===== config.mk =====
export PLATFORM = sky130hd
export DESIGN_NAME = uart_rx
export DESIGN_NICKNAME = d
export VERILOG_FILES = /design/src/rtl/uart_rx.sv
export SDC_FILE = /design/constraint.sdc
export NUM_CORES = 1
export LEC_CHECK = 0
export CAP_MARGIN = 40
export CORE_MARGIN = 3
export CORE_UTILIZATION = 35
export DETAILED_ROUTE_END_ITERATION = 8
export SLEW_MARGIN = 20
export SYNTH_ARGS = -nofsm -noshare
export SYNTH_HDL_FRONTEND = slang
export SYNTH_SLANG_ARGS = --single-unit

===== constraint.sdc =====
create_clock -name clk -period 3.4 [get_ports clk]
set_clock_uncertainty 0.2 [all_clocks]
set_input_delay 0.68 -clock clk [delete_from_list [all_inputs] [get_ports clk]]
set_output_delay 0.68 -clock clk [all_outputs]
set_load 0.05 [all_outputs]

===== src/rtl/uart_rx.sv =====
// 16x-oversampled UART receiver (8N1) with a configurable rx synchronizer chain.
// Define UART_RX_MAJORITY_EN to make each bit decision a 2-of-3 vote over the last three ticks.
module uart_rx #(
  parameter int SYNC_STAGES = 2
) (
  input  logic       clk,
  input  logic       rst,
  input  logic       rx,
  input  logic       b_tick,
  output logic [7:0] rx_data,
  output logic       rx_done,
  output logic       rx_busy,
  output logic       frame_err
);

  localparam logic [1:0] IDLE  = 2'd0;
  localparam logic [1:0] START = 2'd1;
  localparam logic [1:0] DATA  = 2'd2;
  localparam logic [1:0] STOP  = 2'd3;

  logic [SYNC_STAGES-1:0] sync_q;
  logic                   rx_s;
  logic                   sample;
  logic [1:0]             state;
  logic [3:0]             tick_cnt;
  logic [2:0]             bit_cnt;
  logic [7:0]             shift;

  always_ff @(posedge clk) begin
    if (rst) begin
      sync_q <= '1;
    end else begin
      sync_q <= {sync_q[SYNC_STAGES-2:0], rx};
    end
  end

  assign rx_s = sync_q[SYNC_STAGES-1];

`ifdef UART_RX_MAJORITY_EN
  // hist holds the rx_s values from the two previous ticks; rx_s itself is the third vote.
  logic [1:0] hist;

  always_ff @(posedge clk) begin
    if (rst) begin
      hist <= 2'b11;
    end else if (state == IDLE && !rx_s) begin
      hist <= 2'b11;
    end else if (b_tick) begin
      hist <= {hist[0], rx_s};
    end
  end

  assign sample = (hist[1] & hist[0]) | (hist[1] & rx_s) | (hist[0] & rx_s);
`else
  assign sample = rx_s;
`endif

  always_ff @(posedge clk) begin
    if (rst) begin
      state     <= IDLE;
      tick_cnt  <= 4'd0;
      bit_cnt   <= 3'd0;
      shift     <= 8'h00;
      rx_data   <= 8'h00;
      rx_done   <= 1'b0;
      frame_err <= 1'b0;
      rx_busy   <= 1'b0;
    end else begin
      rx_done   <= 1'b0;
      frame_err <= 1'b0;
      case (state)
        IDLE: begin
          if (!rx_s) begin
            state    <= START;
            tick_cnt <= 4'd0;
            rx_busy  <= 1'b1;
          end
        end
        START: begin
          if (b_tick) begin
            if (tick_cnt == 4'd7) begin
              if (!sample) begin
                state    <= DATA;
                tick_cnt <= 4'd0;
                bit_cnt  <= 3'd0;
              end else begin
                state   <= IDLE;
                rx_busy <= 1'b0;
              end
            end else begin
              tick_cnt <= tick_cnt + 4'd1;
            end
          end
        end
        DATA: begin
          if (b_tick) begin
            if (tick_cnt == 4'd15) begin
              shift    <= {sample, shift[7:1]};
              tick_cnt <= 4'd0;
              if (bit_cnt == 3'd7) begin
                state <= STOP;
              end else begin
                bit_cnt <= bit_cnt + 3'd1;
              end
            end else begin
              tick_cnt <= tick_cnt + 4'd1;
            end
          end
        end
        STOP: begin
          // Leaving at mid-stop-bit lets a start bit that follows immediately be caught.
          if (b_tick) begin
            if (tick_cnt == 4'd15) begin
              if (sample) begin
                rx_data <= shift;
                rx_done <= 1'b1;
              end else begin
                frame_err <= 1'b1;
              end
              state   <= IDLE;
              rx_busy <= 1'b0;
            end else begin
              tick_cnt <= tick_cnt + 4'd1;
            end
          end
        end
        default: begin
          state   <= IDLE;
          rx_busy <= 1'b0;
        end
      endcase
    end
  end

endmodule


; ---- Word-level counts from Yosys, hierarchy flattened
; Cells that the tools add are included.
[word_totals]
output_inout_bits = 11
reg_bits = 30
inputBits = 4
elab_cells = 76
[op_classes]
bitwise_logic = 3
n_addsub = 2
n_reduce_logical = 10
n_eq_ne = 18
mux = 34
[ops]
columns = operator, n
row1 = $mux W4, 7
row2 = $ne A2 B2 Y1 const B, 12
row3 = $mux W2, 9
row4 = $mux W3, 6
row5 = $pmux W4 S4, 1
row6 = $reduce_and A7 Y1, 2
row7 = $mux W1, 8
row8 = $pmux W2 S4, 1
row9 = $reduce_and A4 Y1, 2
row10 = $reduce_and A8 Y1, 1
row11 = $pmux W3 S2, 1
row12 = $add A4 B1 Y4 const B, 1
row13 = $eq A2 B2 Y1 const B, 2
row14 = $eq A4 B3 Y1 const B, 1
row15 = $eq A4 B4 Y1 const B, 1
row16 = $reduce_or A4 Y1, 1
row17 = $add A3 B1 Y3 const B, 1
row18 = $eq A3 B3 Y1 const B, 1
row19 = $not A1 Y1, 3
row20 = $pmux W1 S3, 1
row21 = $reduce_and A3 Y1, 1
row22 = $reduce_bool A3 Y1, 1
row23 = $eq A2 B1 Y1 const B, 1
row24 = $logic_not A2 Y1, 1
row25 = $reduce_bool A2 Y1, 1

; ---- Depth between registers and ports, before layout
; Gate-level depths: netlist of run 1.
[logic_depth]
depth_word = 5
depth_mapped = 6
depth_no_buf = 6

; ---- Least setup slack after synthesis of run 1
; No wires, ideal clock.
[synth_path]
path_type = flip-flop to flip-flop
startpoint = reg bit_cnt[0]
endpoint = reg bit_cnt[0]
arrival_time_ps = 1621
setup_time_ps = 71
stages_incl_launch_ff = 7
slack_ps = 1509
t_required_ps = 3129
path_cell_list = dfxtp_1 > ha_1 > ha_1 > and4bb_1 > o21ai_2 > or4b_1 > a21oi_1
[synth_via]
elab_chain_cells = 5
[synth_lines]
columns = item, line_no
row1 = start: declaration, 26  ; logic [2:0] bit_cnt;
row2 = start signal: assignment, 103  ; bit_cnt <= bit_cnt + 3'd1;
row3 = $add A3 B1 Y3, 103
row4 = $mux W3, 100  ; if (bit_cnt == 3'd7) begin
row5 = $mux W3, 97  ; if (tick_cnt == 4'd15) begin
row6 = $mux W3, 96  ; if (b_tick) begin
row7 = $pmux W3 S2, 71  ; case (state)
; Parallel ways exist; a longest one is shown, timed or not. The select of a mux whose other input is x is not followed.
; A chain may end at the register's enable or synchronous reset.

; ---- Worst setup path in the final report of run 1
[layout_path]
startpoint = in b_tick
endpoint = reg shift[4]
[layout_via]
elab_chain_cells = 1
[layout_lines]
columns = item, line_no
row1 = start: declaration, 9  ; input logic b_tick,
row2 = $reduce_and A3 Y1 (no source line), -
row3 = end signal: assignment, 98  ; shift <= {sample, shift[7:1]};
row4 = end: declaration, 27  ; logic [7:0] shift;
; Every way passes these cells.

==> run metrics, run 1 <==
Worst slew margin=51.7%; final max-slew violation count=0; total routing resource utilization after global routing=approximately an eighth; Max Freq=approximately 0.42 GHz; cell depth of the worst min-delay path=1; unrepaired setup endpoints after global routing=false; CP max stage delay=slightly above 0.6 ns; antenna violations before repair=0; H-tree depth=2; data arrival time of the critical path=~2.3 ns; final RePlAce weighted congestion=between 0.8 and 0.9; reported max-cap violation count=0; Post-Route WL=between 2000 and 2500 um; R2R Setup Slk=roughly 1.3 ns; Core Region=between 3000 and 4000 um^2; total I/O pin count=15; global-route wire length before repair=slightly above 4000 um; total number of vias=a little under 1000; post-synthesis instance area=approximately 1300 um^2; total die area=4610 um^2; result of the run=complete, no violations; number of distinct library cells after synthesis=38; clock tree from TritonCTS=built; peak ir drop on the vdd network=0.000207 V; highest fanout seen on the critical path=8; Post-synth EDFFs=0; Final Util=between 40% and 50%; number of nets produced by synthesis=between 100 and 150; clock latency on the worst-skew pair=0.28 ns; cell types with the largest area share after synthesis=sky130_fd_sc_hd__dfxtp_1 45%, sky130_fd_sc_hd__mux2i_1 13%, sky130_fd_sc_hd__nor2_1 6.7%; sequence of cells on the critical path=clkdlybuf4s50_1, nand3_1, nor3_4, mux2i_1, nor2_1; critical path class=in -> reg; Leak Pwr=around 0.62 nW; buffers from clock root to sink, at most=2; Die W=between 60 and 70 um; FF-to-FF path depth=4; part of the Yosys area used for sequential elements=44.8%; slowest stage cell, crit path=sky130_fd_sc_hd__clkdlybuf4s50_1; Worst Tran Pin Value=0.722 ns; maximum number of pins on one net before global-route repair=22; power per standard cell area=about 420 nW/um^2; Die H=slightly below 70 um; total grt overflow=0; crit path launch type=input port; initial detailed-routing violation count=53; PostCTS Resize Cnt=0; hold crit path type=reg -> reg; drt first pass iters=4; ratio of cells with drive above 1 in the final layout=~10%; most used standard cell by instance count after synthesis=sky130_fd_sc_hd__dfxtp_1; via count of the first global-routing pass=approximately 870; worst endpoint required time=approximately 3.3 ns; shortest clock period the worst path allows after layout=about 2.4 ns; Worst Setup End Kind=flop; num rows=21; number of synthesized register bits=30; count of buffers inserted at the top-level ports=14; detailed-route wire length per cell=12.4 um; cell at the root of the clock tree=sky130_fd_sc_hd__clkbuf_8; end point of the worst hold path=sync_q[1]; top cell types by occurrence after synthesis=30 x sky130_fd_sc_hd__dfxtp_1, 24 x sky130_fd_sc_hd__nor2_1, 18 x sky130_fd_sc_hd__mux2i_1, 7 x sky130_fd_sc_hd__nand2_1; warning count from the yosys run=0; number of clock buffers inserted by TritonCTS=5; area added between synthesis and finish=17.5%; hold violation count in the final report=0; number of nets at the end of the flow=about 160; count of antenna-violating nets left after detailed routing=0; Tcrit/Tclk final=69.4%; Synth Flop Type=sky130_fd_sc_hd__dfxtp_1; Post-synth ARST share=0%; cells after synthesis=138; Total Negative Setup Slacks=0 ns; Detail Placement HPWL=approximately 1700 um; via/cell ratio=roughly 5; starting density of the core=38.1%; clock tree sinks=30; critical hold path startpoint=sync_q[0]; clock transition at the registers of the reported paths=0.06 ns; Crit Reg-Reg Endpoint=shift[4]; biggest area consumer among synthesized cells=sky130_fd_sc_hd__dfxtp_1; Diodes inserted=0; CTS Hold Bufs=0; # DRC=0; synthesized area per cell=around 10 um^2; Setup Buffers After CTS=0; portion of synthesized cell area occupied by the leading cell type=roughly 45%; total of endpoints with negative setup slack in the final report=0
## report_power, final
part           switching (W)  leakage [nW]   total, W  internal, W
Sequential        0.00000549         0.242   0.000360     0.000354
Clock               0.000126        0.0431   0.000282     0.000156
Combinational      0.0000143         0.339  0.0000255    0.0000112
## through the flow
stage	setup WS (ns)	cells	cell area (um^2)	hold WS, ns	total power, W
6_report	1.04	196	1580	0.208	0.000667
5_1_grt	0.966	196	1580	0.217	0.000691
4_1_cts	1.03	196	1580	0.209	0.000676
3_5_place_dp	0.741	190	1490	0.195	0.000393
2_1_floorplan	1.51	138	1340	0.189	0.000385
3_3_place_gp	0.796	190	1490	0.199	0.000393
## critical path: cells and delay by family
| family | cells | cell delay (ns) |
|---|---|---|
| buffers and inverters | 1 | 0.61 |
| AND/OR/NAND/NOR | 3 | 0.73 |
| multiplexers | 1 | 0.27 |
## logic make-up (layout without fill, tap and decap cells)
kind of cell	count (synthesis)	after routing	synth area share (%)
fa+ha+maj	3	3	2.80
compound gates	19	19	9.89
flops	30	30	44.8
simple gates	55	55	23.1
buf+inv	11	23	4.48
mux	19	19	14.3
xor+xnor	1	1	0.653
## layer usage
metal | GRT usage [%] | vias to the layer above | share of wire [%]
li1 | - | 508 | -
met1 | 15.8 | 435 | 48
met2 | 16.8 | 30 | 44
met3 | 5.42 | 8 | 6.5
met4 | 5.96 | 0 | 1.8
met5 | 0 | - | 0
## flip-flops by register name (all words and copies together) (netlist names), named ones only
register / count
rx_data: 8
shift: 8
tick_cnt: 4
bit_cnt: 3
sync_q: 2
frame_err: 1
rx_busy: 1
rx_done: 1
state: 1
## final cells by class
type | count | area [um^2]
clock buffers | 6 | 82.6
fillers | 348 | 1940
inverters | 2 | 7.51
multi-input cells | 97 | 681
flip-flops and latches | 30 | 601
well taps | 46 | 57.6
repair buffers | 15 | 148
## placed cells by master (no fill, tap or decap), types with 2 or more instances in the layout
cell	Yosys	final
sky130_fd_sc_hd__ha_1	3	3
sky130_fd_sc_hd__nor2_1	24	24
sky130_fd_sc_hd__o21ai_0	2	2
sky130_fd_sc_hd__o32ai_1	2	2
sky130_fd_sc_hd__a211oi_1	3	3
sky130_fd_sc_hd__mux2i_1	18	18
sky130_fd_sc_hd__o21a_1	2	2
sky130_fd_sc_hd__dfxtp_1	30	30
sky130_fd_sc_hd__nor3_1	2	2
sky130_fd_sc_hd__and3b_1	2	2
sky130_fd_sc_hd__nand3_1	4	4
sky130_fd_sc_hd__nand2b_1	3	3
sky130_fd_sc_hd__nand2_1	7	7
sky130_fd_sc_hd__a21oi_1	4	4
sky130_fd_sc_hd__clkbuf_8	0	6
sky130_fd_sc_hd__clkdlybuf4s50_1	0	14
sky130_fd_sc_hd__or2_2	3	3
sky130_fd_sc_hd__inv_1	2	2
## worst max path at each step
stage	startpoint	end	slack [ns]	cells after the start
2_1_floorplan	bit_cnt[0]	bit_cnt[0]	1.51	6
3_3_place_gp	b_tick	shift[7]	0.80	5
3_5_place_dp	b_tick	shift[4]	0.74	5
4_1_cts	b_tick	shift[4]	1.03	5
5_1_grt	b_tick	shift[4]	0.97	5
6_report	b_tick	shift[4]	1.04	5
(Power assumes the default switching activity.)
==> inputs of run 2 (changes only) <==
==> constraint.sdc (replaced) <==
create_clock -name clk -period 2 [get_ports clk]
set_clock_uncertainty 0.2 [all_clocks]
set_input_delay 0.4 -clock clk [delete_from_list [all_inputs] [get_ports clk]]
set_output_delay 0.4 -clock clk [all_outputs]
set_load 0.05 [all_outputs]
==> run metrics, run 2 (same netlist as run 1, synthesis figures left out) <==
H-tree depth=2; clock tree sinks=30; initial detailed-routing violation count=43; # DRC=0; PostCTS Resize Cnt=0; Die H=approximately 68 um; result of the run=complete, no violations; number of nets at the end of the flow=~170; Leak Pwr=0.714 nW; most common cell after layout, fill and taps aside=sky130_fd_sc_hd__dfxtp_1; total grt overflow=0; number of clock buffers inserted by TritonCTS=5; Setup Buffers After CTS=0; total number of vias=1022; starting density of the core=38.1%; cell area after placement=roughly 1600 um^2; clock latency on the worst-skew pair=~0.28 ns; FF-to-FF path depth=6; antenna violations before repair=0; worst endpoint required time=approximately 2 ns; via/cell ratio=between 4 and 5; count of buffers inserted at the top-level ports=14; final RePlAce weighted congestion=roughly 0.8; num rows=21; global-route wire length before repair=around 4400 um; Post-Route WL=2470 um; Core Region=between 3000 and 4000 um^2; total routing resource utilization after global routing=a little over an eighth; buffers from clock root to sink, at most=2; hold crit path type=reg -> reg; top library cells by usage in the layout, fill and taps aside=30 x sky130_fd_sc_hd__dfxtp_1, 24 x sky130_fd_sc_hd__nor2_1, 19 x sky130_fd_sc_hd__buf_4, 18 x sky130_fd_sc_hd__mux2i_1, 7 x sky130_fd_sc_hd__nand2_1; hold violation count in the final report=0; detailed-route wire length per cell=roughly 12 um; total I/O pin count=15; critical path class=reg -> reg; Tcrit/Tclk final=just under 100%; drt first pass iters=4; Total Negative Setup Slacks=0 ns; sequence of cells on the critical path=ha_1, ha_1, and4bb_1, o21ai_2, or4b_1, a21oi_1; Max Freq=0.514 GHz; highest fanout seen on the critical path=3; cell depth of the worst min-delay path=1; slowest stage cell, crit path=sky130_fd_sc_hd__or4b_1; Crit path buffers/inverters=0; total die area=roughly 4600 um^2; final instance area=1670 um^2; Detail Placement HPWL=approximately 1800 um; reported max-cap violation count=0; non-filler instance count after layout=between 200 and 250; clock transition at the registers of the reported paths=~0.06 ns; Die W=~68 um; final max-slew violation count=0; maximum number of pins on one net before global-route repair=33; Worst Setup End Kind=flop; area added between synthesis and finish=24.8%; CP max stage delay=around 0.50 ns; total instance count after detailed placement=200; crit path launch type=flop; shortest clock period the worst path allows after layout=slightly below 2 ns; peak ir drop on the vdd network=around 0.00055 V; clock tree from TritonCTS=built; biggest registers after layout=rx_data x8, shift x8, tick_cnt x4; total of endpoints with negative setup slack in the final report=0; Crit path depth=6; Worst Tran Pin Value=0.409 ns; most used cell along the critical path=sky130_fd_sc_hd__ha_1; Diodes inserted=0; cell at the root of the clock tree=sky130_fd_sc_hd__clkbuf_8; power per standard cell area=694 nW/um^2; count of antenna-violating nets left after detailed routing=0; ratio of cells with drive above 1 in the final layout=about a quarter; via count of the first global-routing pass=between 900 and 1000; crit-path leading delay family=simple AND/OR/NAND/NOR gates; data arrival time of the critical path=slightly below 2 ns; Worst slew margin=between 70% and 80%; unrepaired setup endpoints after global routing=false; CTS Hold Bufs=0
==> run 2: changes by cell type in the layout (fill, tap and decap cells not counted) <==
| cell | previous run | this run |
|---|---|---|
| sky130_fd_sc_hd__buf_12 | 0 | 3 |
| sky130_fd_sc_hd__clkinvlp_4 | 0 | 1 |
| sky130_fd_sc_hd__clkdlybuf4s50_1 | 14 | 3 |
| sky130_fd_sc_hd__buf_4 | 1 | 19 |
| sky130_fd_sc_hd__clkinv_2 | 0 | 1 |
==> run 2: worst paths after layout <==
kind / from / to / slack (ns)
worst max register to register: bit_cnt[0] / bit_cnt[0] / 0.06
worst min-delay path: sync_q[0] / sync_q[1] / 0.23
worst min register to register: sync_q[0] / sync_q[1] / 0.23
worst max-delay path: bit_cnt[0] / bit_cnt[0] / 0.06
==> run 2: cell type report <==
class / instances / area (um^2)
multi-input cells: 97 / 681
inverters: 2 / 7.51
clock inverters: 2 / 12.5
clock buffers: 6 / 82.6
fillers: 350 / 1850
flip-flops and latches: 30 / 601
well taps: 46 / 57.6
repair buffers: 25 / 233
==> run 2: stage by stage <==
step | setup WS, ns | utilization (%) | hold slack (ns) | power [W]
final | 0.0552 | 47.5 | 0.228 | 0.00116
after global placement | -0.0604 | 44.8 | 0.198 | 0.000679
after global routing | 0.0117 | 47.5 | 0.265 | 0.00122
after detailed placement | -0.0733 | 44.8 | 0.216 | 0.000680
after CTS | 0.0540 | 47.5 | 0.231 | 0.00119
after floorplan | 0.109 | - | 0.189 | 0.000654
==> run 2: power by group <==
group	internal (W)	total, W	switching (W)
clock network	0.000276	0.000496	0.000220
logic	0.0000281	0.0000586	0.0000305
registers	0.000603	0.000607	0.00000449
total	0.000906	0.00116	0.000255
==> run 2: routing by layer <==
layer | vias up | share of wire (%) | global-route usage, %
li1 | 527 | - | -
met1 | 484 | 48 | 14.8
met2 | 9 | 47 | 21.3
met3 | 2 | 3.2 | 5.42
met4 | 0 | 1.0 | 6.70
met5 | - | 0 | 0
==> run 2: worst register-to-register path: cells and delay by family, from the launching register on <==
family                   cells  cell delay (ns)
adder cells (fa/ha/maj)      2             0.40
flip-flops                   1             0.32
AO/OA/AOI/OAI                2             0.18
AND/OR/NAND/NOR              2             0.78
